$ cat src/rtl/debug_uart_arbiter_if.sv
// Bus bundle between the debug UART arbiter, the CPU write port, the event source and the UART.
interface debug_uart_arbiter_if;
    logic       cpu_wr;
    logic [7:0] cpu_data;
    logic       evt_valid;
    logic [7:0] evt_data;
    logic       evt_ready;
    logic       ovf_clr;
    logic       tx_busy;
    logic       tx_start;
    logic [7:0] tx_data;
    logic       fifo_full;
    logic [4:0] fifo_level;
    logic       overflow;

    // Arbiter side
    modport slave (
        input  cpu_wr, cpu_data, evt_valid, evt_data, ovf_clr, tx_busy,
        output evt_ready, tx_start, tx_data, fifo_full, fifo_level, overflow
    );

    // Requester / UART side
    modport master (
        output cpu_wr, cpu_data, evt_valid, evt_data, ovf_clr, tx_busy,
        input  evt_ready, tx_start, tx_data, fifo_full, fifo_level, overflow
    );
endinterface

$ cat src/rtl/debug_uart_arbiter.sv
// Shares one UART transmitter between a buffered CPU byte stream and a debug event source.
// CPU bytes go through a small FIFO; the two requesters are served round-robin, one byte
// per start pulse, and the arbiter waits for the UART to go busy and idle again (or for a
// short guard window if busy never rises) before granting the next byte.
module debug_uart_arbiter #(
    parameter int unsigned FIFO_DEPTH   = 4,
    parameter int unsigned GUARD_CYCLES = 2
) (
    input  logic                  clk,
    input  logic                  rst_n,
    debug_uart_arbiter_if.slave   bus
);

    localparam int unsigned PTR_W = (FIFO_DEPTH > 1) ? $clog2(FIFO_DEPTH) : 1;
    localparam int unsigned CNT_W = 5;
    localparam int unsigned GRD_W = (GUARD_CYCLES > 1) ? $clog2(GUARD_CYCLES + 1) : 1;

    localparam logic [CNT_W-1:0] DEPTH_C    = CNT_W'(FIFO_DEPTH);
    localparam logic [GRD_W-1:0] GUARD_LAST = GRD_W'((GUARD_CYCLES > 0) ? GUARD_CYCLES - 1 : 0);

    typedef enum logic [1:0] {
        ST_IDLE      = 2'd0,
        ST_WAIT_BUSY = 2'd1,
        ST_WAIT_DONE = 2'd2
    } state_t;

    // FSM / output registers
    state_t             state_q, state_d;
    logic [GRD_W-1:0]   guard_q, guard_d;
    logic               last_evt_q, last_evt_d;     // 0: CPU granted last, 1: event granted last
    logic               tx_start_q, tx_start_d;
    logic [7:0]         tx_data_q, tx_data_d;
    logic               evt_ready_q, evt_ready_d;

    // FIFO registers
    logic [7:0]         mem_q [FIFO_DEPTH];
    logic [PTR_W-1:0]   wr_ptr_q, wr_ptr_d;
    logic [PTR_W-1:0]   rd_ptr_q, rd_ptr_d;
    logic [CNT_W-1:0]   count_q, count_d;
    logic               full_q, full_d;
    logic               ovf_q, ovf_d;

    // Internal strobes
    logic               pop;
    logic               wr_acc;
    logic               cpu_pend;
    logic               evt_pend;
    logic               grant_evt;

    assign cpu_pend = (count_q != '0);
    assign evt_pend = bus.evt_valid;

    // Arbitration and transfer sequencing: next state and registered outputs
    always_comb begin
        state_d     = state_q;
        guard_d     = guard_q;
        last_evt_d  = last_evt_q;
        tx_start_d  = 1'b0;
        tx_data_d   = tx_data_q;
        evt_ready_d = 1'b0;
        pop         = 1'b0;
        grant_evt   = 1'b0;

        unique case (state_q)
            ST_IDLE: begin
                if (!bus.tx_busy && (cpu_pend || evt_pend)) begin
                    // With both pending, the one not served last wins.
                    grant_evt  = evt_pend && (!cpu_pend || !last_evt_q);
                    tx_start_d = 1'b1;
                    guard_d    = '0;
                    state_d    = ST_WAIT_BUSY;
                    last_evt_d = grant_evt;
                    if (grant_evt) begin
                        tx_data_d   = bus.evt_data;
                        evt_ready_d = 1'b1;
                    end else begin
                        tx_data_d = mem_q[rd_ptr_q];
                        pop       = 1'b1;
                    end
                end
            end
            ST_WAIT_BUSY: begin
                if (bus.tx_busy) begin
                    state_d = ST_WAIT_DONE;
                end else if (guard_q == GUARD_LAST) begin
                    state_d = ST_IDLE;
                end else begin
                    guard_d = guard_q + GRD_W'(1);
                end
            end
            ST_WAIT_DONE: begin
                if (!bus.tx_busy) begin
                    state_d = ST_IDLE;
                end
            end
            default: begin
                state_d = ST_IDLE;
            end
        endcase
    end

    // FIFO bookkeeping: a write at full is only accepted when a pop frees a slot that cycle
    always_comb begin
        wr_acc   = bus.cpu_wr && ((count_q != DEPTH_C) || pop);
        wr_ptr_d = wr_acc ? wr_ptr_q + PTR_W'(1) : wr_ptr_q;
        rd_ptr_d = pop    ? rd_ptr_q + PTR_W'(1) : rd_ptr_q;

        count_d = count_q;
        if (wr_acc && !pop) begin
            count_d = count_q + CNT_W'(1);
        end else if (!wr_acc && pop) begin
            count_d = count_q - CNT_W'(1);
        end
        full_d = (count_d == DEPTH_C);

        // A drop in the same cycle as a clear keeps the flag set.
        ovf_d = ovf_q;
        if (bus.cpu_wr && !wr_acc) begin
            ovf_d = 1'b1;
        end else if (bus.ovf_clr) begin
            ovf_d = 1'b0;
        end
    end

    // Control state register
    always_ff @(posedge clk or negedge rst_n) begin
        if (!rst_n) begin
            state_q     <= ST_IDLE;
            guard_q     <= '0;
            last_evt_q  <= 1'b0;
            tx_start_q  <= 1'b0;
            tx_data_q   <= 8'h00;
            evt_ready_q <= 1'b0;
            wr_ptr_q    <= '0;
            rd_ptr_q    <= '0;
            count_q     <= '0;
            full_q      <= 1'b0;
            ovf_q       <= 1'b0;
        end else begin
            state_q     <= state_d;
            guard_q     <= guard_d;
            last_evt_q  <= last_evt_d;
            tx_start_q  <= tx_start_d;
            tx_data_q   <= tx_data_d;
            evt_ready_q <= evt_ready_d;
            wr_ptr_q    <= wr_ptr_d;
            rd_ptr_q    <= rd_ptr_d;
            count_q     <= count_d;
            full_q      <= full_d;
            ovf_q       <= ovf_d;
        end
    end

    // FIFO storage; contents are discarded on reset by clearing pointers and count
    always_ff @(posedge clk) begin
        if (wr_acc) begin
            mem_q[wr_ptr_q] <= bus.cpu_data;
        end
    end

    assign bus.tx_start   = tx_start_q;
    assign bus.tx_data    = tx_data_q;
    assign bus.evt_ready  = evt_ready_q;
    assign bus.fifo_level = count_q;
    assign bus.fifo_full  = full_q;
    assign bus.overflow   = ovf_q;

endmodule
$ cat src/flat_wrapper.sv
// flat-port wrapper written by rule: the top's interface ports become plain ports
module debug_uart_arbiter_flat 
#(
    parameter int unsigned FIFO_DEPTH   = 4,
    parameter int unsigned GUARD_CYCLES = 2
)
  (clk, rst_n, bus_cpu_wr, bus_cpu_data, bus_evt_valid, bus_evt_data, bus_ovf_clr, bus_tx_busy, bus_evt_ready, bus_tx_start, bus_tx_data, bus_fifo_full, bus_fifo_level, bus_overflow);
  debug_uart_arbiter_if bus_i ();
  input  logic clk;
  input  logic rst_n;
  input wire logic [$bits(bus_i.cpu_wr)-1:0] bus_cpu_wr;
  input wire logic [$bits(bus_i.cpu_data)-1:0] bus_cpu_data;
  input wire logic [$bits(bus_i.evt_valid)-1:0] bus_evt_valid;
  input wire logic [$bits(bus_i.evt_data)-1:0] bus_evt_data;
  input wire logic [$bits(bus_i.ovf_clr)-1:0] bus_ovf_clr;
  input wire logic [$bits(bus_i.tx_busy)-1:0] bus_tx_busy;
  output wire logic [$bits(bus_i.evt_ready)-1:0] bus_evt_ready;
  output wire logic [$bits(bus_i.tx_start)-1:0] bus_tx_start;
  output wire logic [$bits(bus_i.tx_data)-1:0] bus_tx_data;
  output wire logic [$bits(bus_i.fifo_full)-1:0] bus_fifo_full;
  output wire logic [$bits(bus_i.fifo_level)-1:0] bus_fifo_level;
  output wire logic [$bits(bus_i.overflow)-1:0] bus_overflow;
  assign bus_i.cpu_wr = bus_cpu_wr;
  assign bus_i.cpu_data = bus_cpu_data;
  assign bus_i.evt_valid = bus_evt_valid;
  assign bus_i.evt_data = bus_evt_data;
  assign bus_i.ovf_clr = bus_ovf_clr;
  assign bus_i.tx_busy = bus_tx_busy;
  assign bus_evt_ready = bus_i.evt_ready;
  assign bus_tx_start = bus_i.tx_start;
  assign bus_tx_data = bus_i.tx_data;
  assign bus_fifo_full = bus_i.fifo_full;
  assign bus_fifo_level = bus_i.fifo_level;
  assign bus_overflow = bus_i.overflow;
  debug_uart_arbiter #(.FIFO_DEPTH(FIFO_DEPTH), .GUARD_CYCLES(GUARD_CYCLES)) u_core (.clk(clk), .rst_n(rst_n), .bus(bus_i));
endmodule
$ cat config.mk
export PLATFORM = sky130hd
export DESIGN_NAME = debug_uart_arbiter_flat
export DESIGN_NICKNAME = d
export VERILOG_FILES = /design/src/rtl/debug_uart_arbiter_if.sv /design/src/rtl/debug_uart_arbiter.sv /design/src/flat_wrapper.sv
export SDC_FILE = /design/constraint.sdc
export NUM_CORES = 1
export LEC_CHECK = 0
export CORE_UTILIZATION = 30
export CTS_CLUSTER_DIAMETER = 200
export DETAILED_ROUTE_END_ITERATION = 8
export DONT_BUFFER_PORTS = 1
export PLACE_DENSITY = 0.44
export SYNTH_ARGS = -nofsm -noshare
export SYNTH_HDL_FRONTEND = slang
export SYNTH_SLANG_ARGS = --single-unit
$ cat constraint.sdc
create_clock -name clk -period 2.7 [get_ports clk]
set_input_delay 0.135 -clock clk [delete_from_list [all_inputs] [get_ports clk]]
set_output_delay 0.135 -clock clk [all_outputs]
set_load 0.03 [all_outputs]
==> results.md, run 1 <==
* Slew headroom at 61.2%
* RSZ-0062 raised after global routing: false
* Crit-path max FO at 11
* Clk root buf: clkbuf_8
* Core area at 8260 um^2
* Largest net degree at the start of global routing at 27
* Hold Fails Final Rpt at 0
* Routed Antenna Nets at 0
* Residual DRC at 0
* Nature of the critical path startpoint: flop
* Layout cells sized above 1 at 20.1%
* Sw frac at 37.4%
* Post-synthesis mux area share at 8.23%
* Die area at 8940 um^2
* Router iterations before antenna repair at 4
* Die X at 94.5 um
* Clk slew on worst S/H paths at 70 ps
* Synth Area per Inst at 14.2 um^2
* Area growth syn-to-layout at 21.4%
* Worst Path Required at 2910 ps
* Sink Count at 58
* Net switching power at 1330 uW
* Synth Area in Compound Gates at 7.99%
* Critical path type: reg -> reg
* Post-synthesis adder-cell area fraction at 3.90%
* Total Routing Usage GR at 13.0%
* Max Clk Rate at 441 MHz
* Yosys cell types at 44
* Internal cell power at 2230 uW
* Clock power share at 24.9%
* Initial antenna violation count at 0
* Ports at 39
* # Post-CTS Setup Buffers at 0
* Via-to-Cell Ratio at 4.74
* Vias post-DR at 1,513
* Inserted Clock Buffers at 9
* Worst Slack Setup Final at 434 ps
* Final count of negative-setup-slack endpoints at 0
* Primary FF master, synth: edfxtp_1
* Number of flops mapped to enable cells by yosys at 32
* Logic pwr share at 28.2%
* Max-Cap Viols at 0
* Final period util at 83.9%
* FF+latch count, synth at 58
* Initial drt markers at 57
* Die height at 94.5 um
* Syn nets at 211
* Max Slew Vio Count at 0
* Core Util, Final at 37.8%
* Clock Latency Late Sink at 330 ps
* CP Capture Type: flop
* Async S/R FF share, synth at 44.8%
* Post-DP HPWL at 3960 um
* XOR/XNOR Fraction of Synth Area at 2.05%
* Total leakage power at 0.00118 uW
* VDD IR-drop max at 371 uV
* Power Total at 3560 uW
* Post-CTS sizing at 0
* Starting density of the core at 31.1%
* Final-stage net count at 239
* Worst Path Arrival at 2480 ps
* Row count at 33
* PortBufs at 0
* Mapped Cells at 181
* Routed wire length at 5230 um
* Post-Place Worst Slack at 467 ps
* Antenna Cells at 0
* Largest family of logic cells by synthesized area: simple AND/OR/NAND/NOR gates
* First-pass GRT wire length at 8470 um
* FF-to-FF setup slack at 430 ps
* Status: completed
* Vias in the first global route at 1,617
* Mapped cell area at 2570 um^2
* Sequential area share after synthesis at 62.7%
* Htree depth at 3
* Post-Synth Simple-Gate Area at 12.3%
* Filler Cell Count at 809
* CTS Hold Bufs at 16
* Final Critical Period at 2270 ps
* Synth warn at 0
* Global route total overflow at 0
* Clk buf depth at 2
* CTS tree: built
* Worst Tran Pin Value at 582 ps
* RePlAce Congestion at 0.736
* Sequential share of power at 46.9%
* Worst min-delay path class: in -> reg
* WL/cell at 16.4 um
* Clk_skew at 9.41 ps
* Cell Pwr Density at 1140 nW/um^2
* Total negative slack at 0 ps
==> metal layers <==
layer / global-route usage [%] / vias to the layer above / wire, um
met5: 0 / - / 0
met4: 5.30 / 0 / 85
met3: 5.07 / 9 / 344
met2: 19.9 / 31 / 2380
met1: 16.5 / 741 / 2420
li1: - / 732 / -
==> final cells by class <==
cell class,count,area [um^2],area share (%)
clock buffers,9,124,3.97
clock inverters,7,103,3.29
repair buffers,23,223,7.14
flip-flops and latches,58,1610,51.7
well taps,105,131,4.21
inverters,11,41.3,1.32
multi-input cells,106,885,28.4
==> sequential cells by signal, indices dropped and copies added (netlist names) <==
name	cells
u_core.bus.tx_data	8
u_core.mem_q	32
u_core.bus.fifo_level	5
u_core.state_q	2
u_core.last_evt_q	1
u_core.bus.overflow	1
u_core.rd_ptr_q	2
u_core.bus.tx_start	1
u_core.bus.evt_ready	1
u_core.guard_q	2
u_core.bus.fifo_full	1
u_core.wr_ptr_q	2
==> power groups by stage <==
| stage | Sequential (uW) | Clock, uW | Combinational [uW] |
|---|---|---|---|
| 6_report | 1670 | 889 | 1000 |
| 5_1_grt | 1720 | 956 | 1130 |
| 4_1_cts | 1680 | 919 | 1020 |
| 3_5_place_dp | 1700 | 0 | 980 |
| 3_3_place_gp | 1680 | 0 | 951 |
| 2_1_floorplan | 1600 | 0 | 807 |
==> worst paths after layout <==
check                                              start  cells after the start                                 end
min                                           bus_cpu_wr                      2  u_core.bus.fifo_level[1]$_DFF_PN0_
max reg2reg                u_core.state_q[0]$_DFFE_PN0P_                      4     u_core.bus.overflow$_DFFE_PN0P_
max in group asynchronous                          rst_n                      2   u_core.bus.tx_data[6]$_DFFE_PN0P_
min reg2reg                u_core.guard_q[1]$_DFFE_PN0P_                      2       u_core.guard_q[1]$_DFFE_PN0P_
max                        u_core.state_q[0]$_DFFE_PN0P_                      4     u_core.bus.overflow$_DFFE_PN0P_
min in group asynchronous                          rst_n                      2  u_core.bus.fifo_level[2]$_DFF_PN0_
==> kinds of logic (layout without fill, tap and decap cells) <==
group	count (synthesis)	in the layout
adders and majority gates	8	8
and+or+nand+nor	51	51
AOI/OAI and AO/OA	30	30
xor gates and xnor gates	6	6
muxes	11	11
buffers and inverters	17	50
DFF	58	58
==> synth_stat cells, types with 2 or more instances <==
master	count	area, um^2
ha_1	8	100
nor2_1	10	37.5
a211oi_1	2	15.0
mux4_2	8	180
inv_1	11	41.3
mux2i_1	2	20.0
nor4_2	2	25.0
xnor2_1	4	35.0
or3_1	2	12.5
dfrtp_1	26	651
buf_1	3	11.3
nand3_1	3	15.0
a22oi_1	8	60.1
o21ai_0	8	40.0
nand2b_1	2	12.5
and2_1	5	31.3
edfxtp_1	32	961
nor3_1	3	15.0
nand2_1	13	48.8
xor2_1	2	17.5
o21ai_1	4	20.0
==> through the flow <==
stage                     instances  cell area (um^2)  hold WS [ps]
after detailed placement        287              2720          -160
after CTS                       319              3120          15.0
after global placement          287              2720          -160
after floorplan                 181              2570          -161
after global routing            319              3120          16.9
final                           319              3120          31.3
==> placed cells by master, fill, tap and decap left out, types with 2 or more instances in the layout <==
| cell | netlist | routed |
|---|---|---|
| a211oi_1 | 2 | 2 |
| a22oi_1 | 8 | 8 |
| and2_1 | 5 | 5 |
| buf_4 | 0 | 7 |
| bufinv_16 | 0 | 2 |
| clkbuf_8 | 0 | 9 |
| clkinv_4 | 0 | 3 |
| dfrtp_1 | 26 | 26 |
| dlygate4sd3_1 | 0 | 15 |
| edfxtp_1 | 32 | 32 |
| ha_1 | 8 | 8 |
| inv_1 | 11 | 11 |
| mux2i_1 | 2 | 2 |
| mux4_2 | 8 | 8 |
| nand2_1 | 13 | 13 |
| nand2b_1 | 2 | 2 |
| nand3_1 | 3 | 3 |
| nor2_1 | 10 | 10 |
| nor3_1 | 3 | 3 |
| nor4_2 | 2 | 2 |
| o21ai_0 | 8 | 8 |
| o21ai_1 | 4 | 4 |
| or3_1 | 2 | 2 |
| xnor2_1 | 4 | 4 |
| xor2_1 | 2 | 2 |
==> worst max-delay path: stages, from the launching register on <==
cell	delay, ps
dfrtp_1	410
or3_1	550
nor3_4	440
o22ai_1	150
dlygate4sd3_1	580
(Power assumes the default switching activity.)
==> run 2: changes to the inputs <==
- PLACE_DENSITY: 0.44 -> 0.45
- clock period: 2.7 -> 2 ns (I/O delays scaled with it)
==> run 2 against run 1 <==
The run now ends with hold timing left; global-route usage is 1.0 points higher; wire length up 6.2%; sequential power rose by 28%; clock power is 29% higher; critical path depth up 2; critical path type unchanged.
==> results.md, run 2 (synthesis gave the netlist of run 1 again) <==
* Hold_sp: bus_evt_data[6]
* Routed Antenna Nets at 0
* Antenna Cells at 0
* Htree depth at 3
* RSZ-0062 raised after global routing: true
* Residual DRC at 0
* Critical path type: reg -> reg
* Clock Latency Late Sink at 340 ps
* Ports at 39
* Routed wire length at 5550 um
* Status: finished with violations
* Largest register by flop count: u_core.mem_q
* Inserted Clock Buffers at 9
* Core area at 8260 um^2
* Clk_skew at 10.6 ps
* Initial drt markers at 60
* Worst Path Required at 2050 ps
* Hold Fails Final Rpt at 2
* Total leakage power at 0.00129 uW
* Clk root buf: clkbuf_8
* RePlAce Congestion at 0.766
* CTS tree: built
* Area growth syn-to-layout at 32.7%
* Worst Path Arrival at 1960 ps
* Layout cells sized above 1 at 30.3%
* Final period util at 95.9%
* Launching point of the worst reg2reg path: u_core.state_q[0]$_DFFE_PN0P_
* Total Routing Usage GR at 14.0%
* Cell Pwr Density at 1540 nW/um^2
* CP peak stage delay at 390 ps
* Global route total overflow at 0
* Max Slew Vio Count at 0
* Most used cell, CP: buf_12
* Clk slew on worst S/H paths at 70 ps
* Hold Worst Slack at -8.10 ps
* Ordered list of cells on the worst path: or3_4, nor3_4, o21ai_4, buf_12, nor2_4, buf_12
* Cell total after placement at 300
* Vias post-DR at 1,611
* Vias in the first global route at 1,701
* Die area at 8940 um^2
* Die X at 94.5 um
* Final Critical Period at 1920 ps
* First-pass GRT wire length at 9010 um
* WL/cell at 16.4 um
* Nature of the critical path startpoint: flop
* Largest register FFs at 32
* Final-stage net count at 259
* Final count of negative-setup-slack endpoints at 0
* Crit-path max FO at 8
* Crit path from: u_core.state_q[0]$_DFFE_PN0P_
* Starting density of the core at 31.1%
* VDD IR-drop max at 396 uV
* Post-Place Worst Slack at 26.3 ps
* Worst Slack Setup Final at 81.2 ps
* Via-to-Cell Ratio at 4.75
* Critical path's slowest cell: or3_4
* Slew headroom at 68.9%
* Largest net degree at the start of global routing at 27
* Initial antenna violation count at 0
* Router iterations before antenna repair at 4
* PortBufs at 0
* Worst min-delay path class: in -> reg
* Commonest non-fill, non-tap cell in the layout: edfxtp_1
* Worst Tran Pin Value at 467 ps
* Max-Cap Viols at 0
* Most frequent cells in the layout: 32 x edfxtp_1, 23 x dfrtp_1, 19 x dlygate4sd3_1
* Row count at 33
* Clk buf depth at 2
* CP Capture Type: flop
* Failing checks: hold timing
* Max Clk Rate at 521 MHz
* Non-filler cells, final at 339
* Post-DP HPWL at 3980 um
* Die height at 94.5 um
* Sink Count at 58
[run 2: path summary, 6_finish.rpt]
| check | cells past startpoint | endpoint | slack, ps |
|---|---|---|---|
| worst max-delay path | 6 | u_core.mem_q[2][6]$_DFFE_PP_ | 80 |
| worst min-delay path | 2 | u_core.bus.tx_data[6]$_DFFE_PN0P_ | -8 |
| worst max register to register | 6 | u_core.mem_q[2][6]$_DFFE_PP_ | 80 |
| worst min register to register | 1 | u_core.guard_q[0]$_DFFE_PN0P_ | 520 |
| max in group asynchronous | 2 | u_core.bus.fifo_level[1]$_DFF_PN0_ | 1620 |
| min in group asynchronous | 2 | u_core.bus.fifo_level[2]$_DFF_PN0_ | 220 |
[run 2: worst max-delay path, delay by kind of cell, from the launching register on]
kind	cells	cell delay, ps
simple gates	3	860
flops	1	380
buf+inv	2	290
compound gates	1	90
[run 2: where the power goes]
part	leakage [uW]	total, uW	switching [uW]	internal, uW
Combinational	0.000577	1970	1020	944
Clock	0.000104	1150	457	693
Sequential	0.000613	2130	472	1660
Total	0.00129	5250	1950	3290
[run 2: layout make-up]
cell class | count | area (um^2)
clock inverters | 6 | 81.3
flip-flops and latches | 58 | 1620
inverters | 11 | 41.3
repair buffers | 43 | 445
multi-input cells | 106 | 966
well taps | 105 | 131
clock buffers | 10 | 128
fillers | 805 | 4850
[run 2: what timing repair did]
action / CTS / global route
pin swaps: 2 / 3
buffers inserted: 0 / 3
hold endpoints to repair: 68 / 0
endpoints found under the setup margin: 5 / 38
hold buffers: 20 / 0
resized for setup: 0 / 6
[run 2: routing by layer]
layer  routed length (um)  track usage (%)  up-vias
met1                 2550             18.0      795
met3                  281             4.75        9
met5                    0                0        -
met4                   82             5.68        0
li1                     -                -      772
met2                 2640             21.7       35
[run 2: through the flow]
| stage | utilization (%) | hold slack [ps] | setup TNS, ps | area, um^2 | total power, uW |
|---|---|---|---|---|---|
| finish | 41.3 | -8.10 | 0 | 3410 | 5250 |
| global route | 41.3 | 6.14 | -8.20 | 3410 | 5580 |
| CTS | 40.6 | 1.35 | 0 | 3350 | 5230 |
| detailed placement | 35.5 | -195 | 0 | 2930 | 4010 |
| global placement | 35.5 | -195 | 0 | 2930 | 3940 |
| floorplan | - | -196 | -7.44 | 2630 | 3350 |
==> run 3: changes to the inputs <==
- CELL_PAD_IN_SITES_DETAIL_PLACEMENT: unset -> 0
- CELL_PAD_IN_SITES_GLOBAL_PLACEMENT: unset -> 1
- CORE_ASPECT_RATIO: unset -> 0.8
- PLACE_DENSITY: 0.45 -> 0.52
- SLEW_MARGIN: unset -> 20
==> run 3 against run 2 <==
The run now ends clean; critical path depth is 1 lower; clock-buffer cell count is 1 lower; core utilization is 0.83 points higher; largest cell class unchanged; highest routed layer unchanged.
==> results.md, run 3 (synthesis gave the netlist of run 1 again) <==
* Worst Path Required at 2220 ps
* Vias in the first global route at 1,697
* Commonest non-fill, non-tap cell in the layout: edfxtp_1
* Htree depth at 3
* Core area at 8130 um^2
* Ordered list of cells on the worst path: inv_4, ha_4, or4bb_4, o21ai_4, mux2_4
* Clk_skew at 7.86 ps
* Core Util, Final at 42.1%
* Critical Path End: u_core.wr_ptr_q[1]$_DFFE_PN0P_
* Die height at 84.8 um
* Router iterations before antenna repair at 4
* Max Clk Rate at 506 MHz
* Final-stage net count at 261
* Global route total overflow at 0
* Routed wire length at 5510 um
* Reg2reg end: u_core.wr_ptr_q[1]$_DFFE_PN0P_
* CP peak stage delay at 490 ps
* Clk root buf: clkbuf_8
* Max Slew Vio Count at 0
* FF-to-FF setup slack at 30 ps
* Critical path type: reg -> reg
* Via-to-Cell Ratio at 4.75
* CP Capture Type: flop
* Sequential share of power at 39.8%
* Die area at 8940 um^2
* Antenna Cells at 0
* Clk buf depth at 2
* Status: completed
* Largest register by flop count: u_core.mem_q
* VDD IR-drop max at 435 uV
* Cell Pwr Density at 1560 nW/um^2
* Max-Cap Viols at 0
* Routed Antenna Nets at 0
* Clk slew on worst S/H paths at 70 ps
* Post-DP HPWL at 3850 um
* Initial drt markers at 79
* Total Routing Usage GR at 13.5%
* Largest register FFs at 32
* Launching point of the worst reg2reg path: u_core.bus.fifo_level[0]$_DFF_PN0_
* Starting density of the core at 31.6%
* Crit path from: u_core.bus.fifo_level[0]$_DFF_PN0_
* CTS tree: built
* Clock Latency Late Sink at 340 ps
* Clock power share at 22.7%
* Residual DRC at 0
* Power Total at 5350 uW
* Inserted Clock Buffers at 9
* Final Critical Period at 1970 ps
* Sink Count at 58
* Critical path's slowest cell: or4bb_4
* Slew headroom at 70.3%
* Nature of the critical path startpoint: flop
* PortBufs at 0
* Internal cell power at 3320 uW
* Vias post-DR at 1,634
* Die X at 105 um
* Layout cells sized above 1 at 32.6%
* RePlAce Congestion at 0.814
* Sw frac at 37.9%
* Row count at 29
* R2R depth at 5
* First-pass GRT wire length at 8990 um
* Worst min-delay path class: in -> reg
* Crit-path max FO at 6
* Initial antenna violation count at 0
* Worst Tran Pin Value at 445 ps
* Worst Path Arrival at 2200 ps
* Area growth syn-to-layout at 33.2%
* Ports at 39
* Largest net degree at the start of global routing at 27
* Final count of negative-setup-slack endpoints at 0
* Final period util at 98.7%
* RSZ-0062 raised after global routing: true
* Logic pwr share at 37.5%
* Hold Fails Final Rpt at 0
* WL/cell at 16.0 um
* Net switching power at 2030 uW
* Total leakage power at 0.00130 uW
* Most frequent cells in the layout: 32 x edfxtp_1, 23 x buf_4, 23 x dfrtp_1
## run 3: changes by cell type in the layout (fill, tap and decap cells not counted), sizes merged
cell / delta
clkinv: -2
dlygate4sd3: +1
clkbuf: -1
buf: +1
inv: +2
clkinvlp: +1
## run 3: area by class of cell
class,count,area [um^2]
Fill cell,749,4710
Sequential cell,58,1620
Multi-Input combinational cell,106,996
Timing Repair Buffer,45,404
Tap cell,108,135
Clock buffer,9,124
Clock inverter,7,101
Inverter,11,46.3
## run 3: critical path: cells and delay by family (launching register included)
family                   cells  cell delay [ps]
multiplexers                 1              330
flip-flops                   1              430
buffers and inverters        1               80
AND/OR/NAND/NOR              1              490
AO/OA/AOI/OAI                1              380
adder cells (fa/ha/maj)      1              140
## run 3: worst min-delay path by stage
| stage | start | end | cells past startpoint | slack, ps |
|---|---|---|---|---|
| detailed placement | rst_n | u_core.bus.tx_data[2]$_DFFE_PN0P_ | 0 | -190 |
| global placement | rst_n | u_core.bus.tx_data[6]$_DFFE_PN0P_ | 0 | -190 |
| floorplan | rst_n | u_core.bus.evt_ready$_DFF_PN0_ | 0 | -200 |
| finish | bus_evt_data[2] | u_core.bus.tx_data[2]$_DFFE_PN0P_ | 2 | 1 |
| global route | bus_evt_data[2] | u_core.bus.tx_data[2]$_DFFE_PN0P_ | 2 | 10 |
| CTS | bus_cpu_wr | u_core.wr_ptr_q[0]$_DFFE_PN0P_ | 2 | 6 |
## run 3: stage by stage
| stage | instance area, um^2 | setup slack, ps | instances | setup TNS (ps) | hold slack (ps) |
|---|---|---|---|---|---|
| finish | 3420 | 25.2 | 344 | 0 | 1.41 |
| global route | 3420 | -115 | 344 | -507 | 10.4 |
| CTS | 3310 | 1.54 | 338 | 0 | 6.10 |
| detailed placement | 2870 | 19.7 | 301 | 0 | -195 |
| global placement | 2870 | 30.7 | 301 | 0 | -195 |
| floorplan | 2630 | -7.44 | 181 | -7.44 | -196 |
## run 3: power groups by stage
stage               registers [uW]  clock network, uW  logic (uW)
floorplan                     2170                  0        1180
global placement              2140                  0        1730
detailed placement            2150                  0        1770
CTS                           2130               1250        1830
global route                  2180               1290        2190
finish                        2130               1210        2010
## run 3: what timing repair did
item,CTS,global route
gates resized for setup,0,16
endpoints found under the setup margin,0,45
buffers inserted,0,6
hold endpoints to repair,71,0
hold buffers,21,0
## run 3: per-layer routing
layer / up-vias / GRT usage, % / wire [um]
li1: 775 / - / -
met1: 815 / 17.2 / 2490
met2: 37 / 20.9 / 2600
met3: 7 / 4.89 / 335
met4: 0 / 5.76 / 82
met5: - / 0 / 0
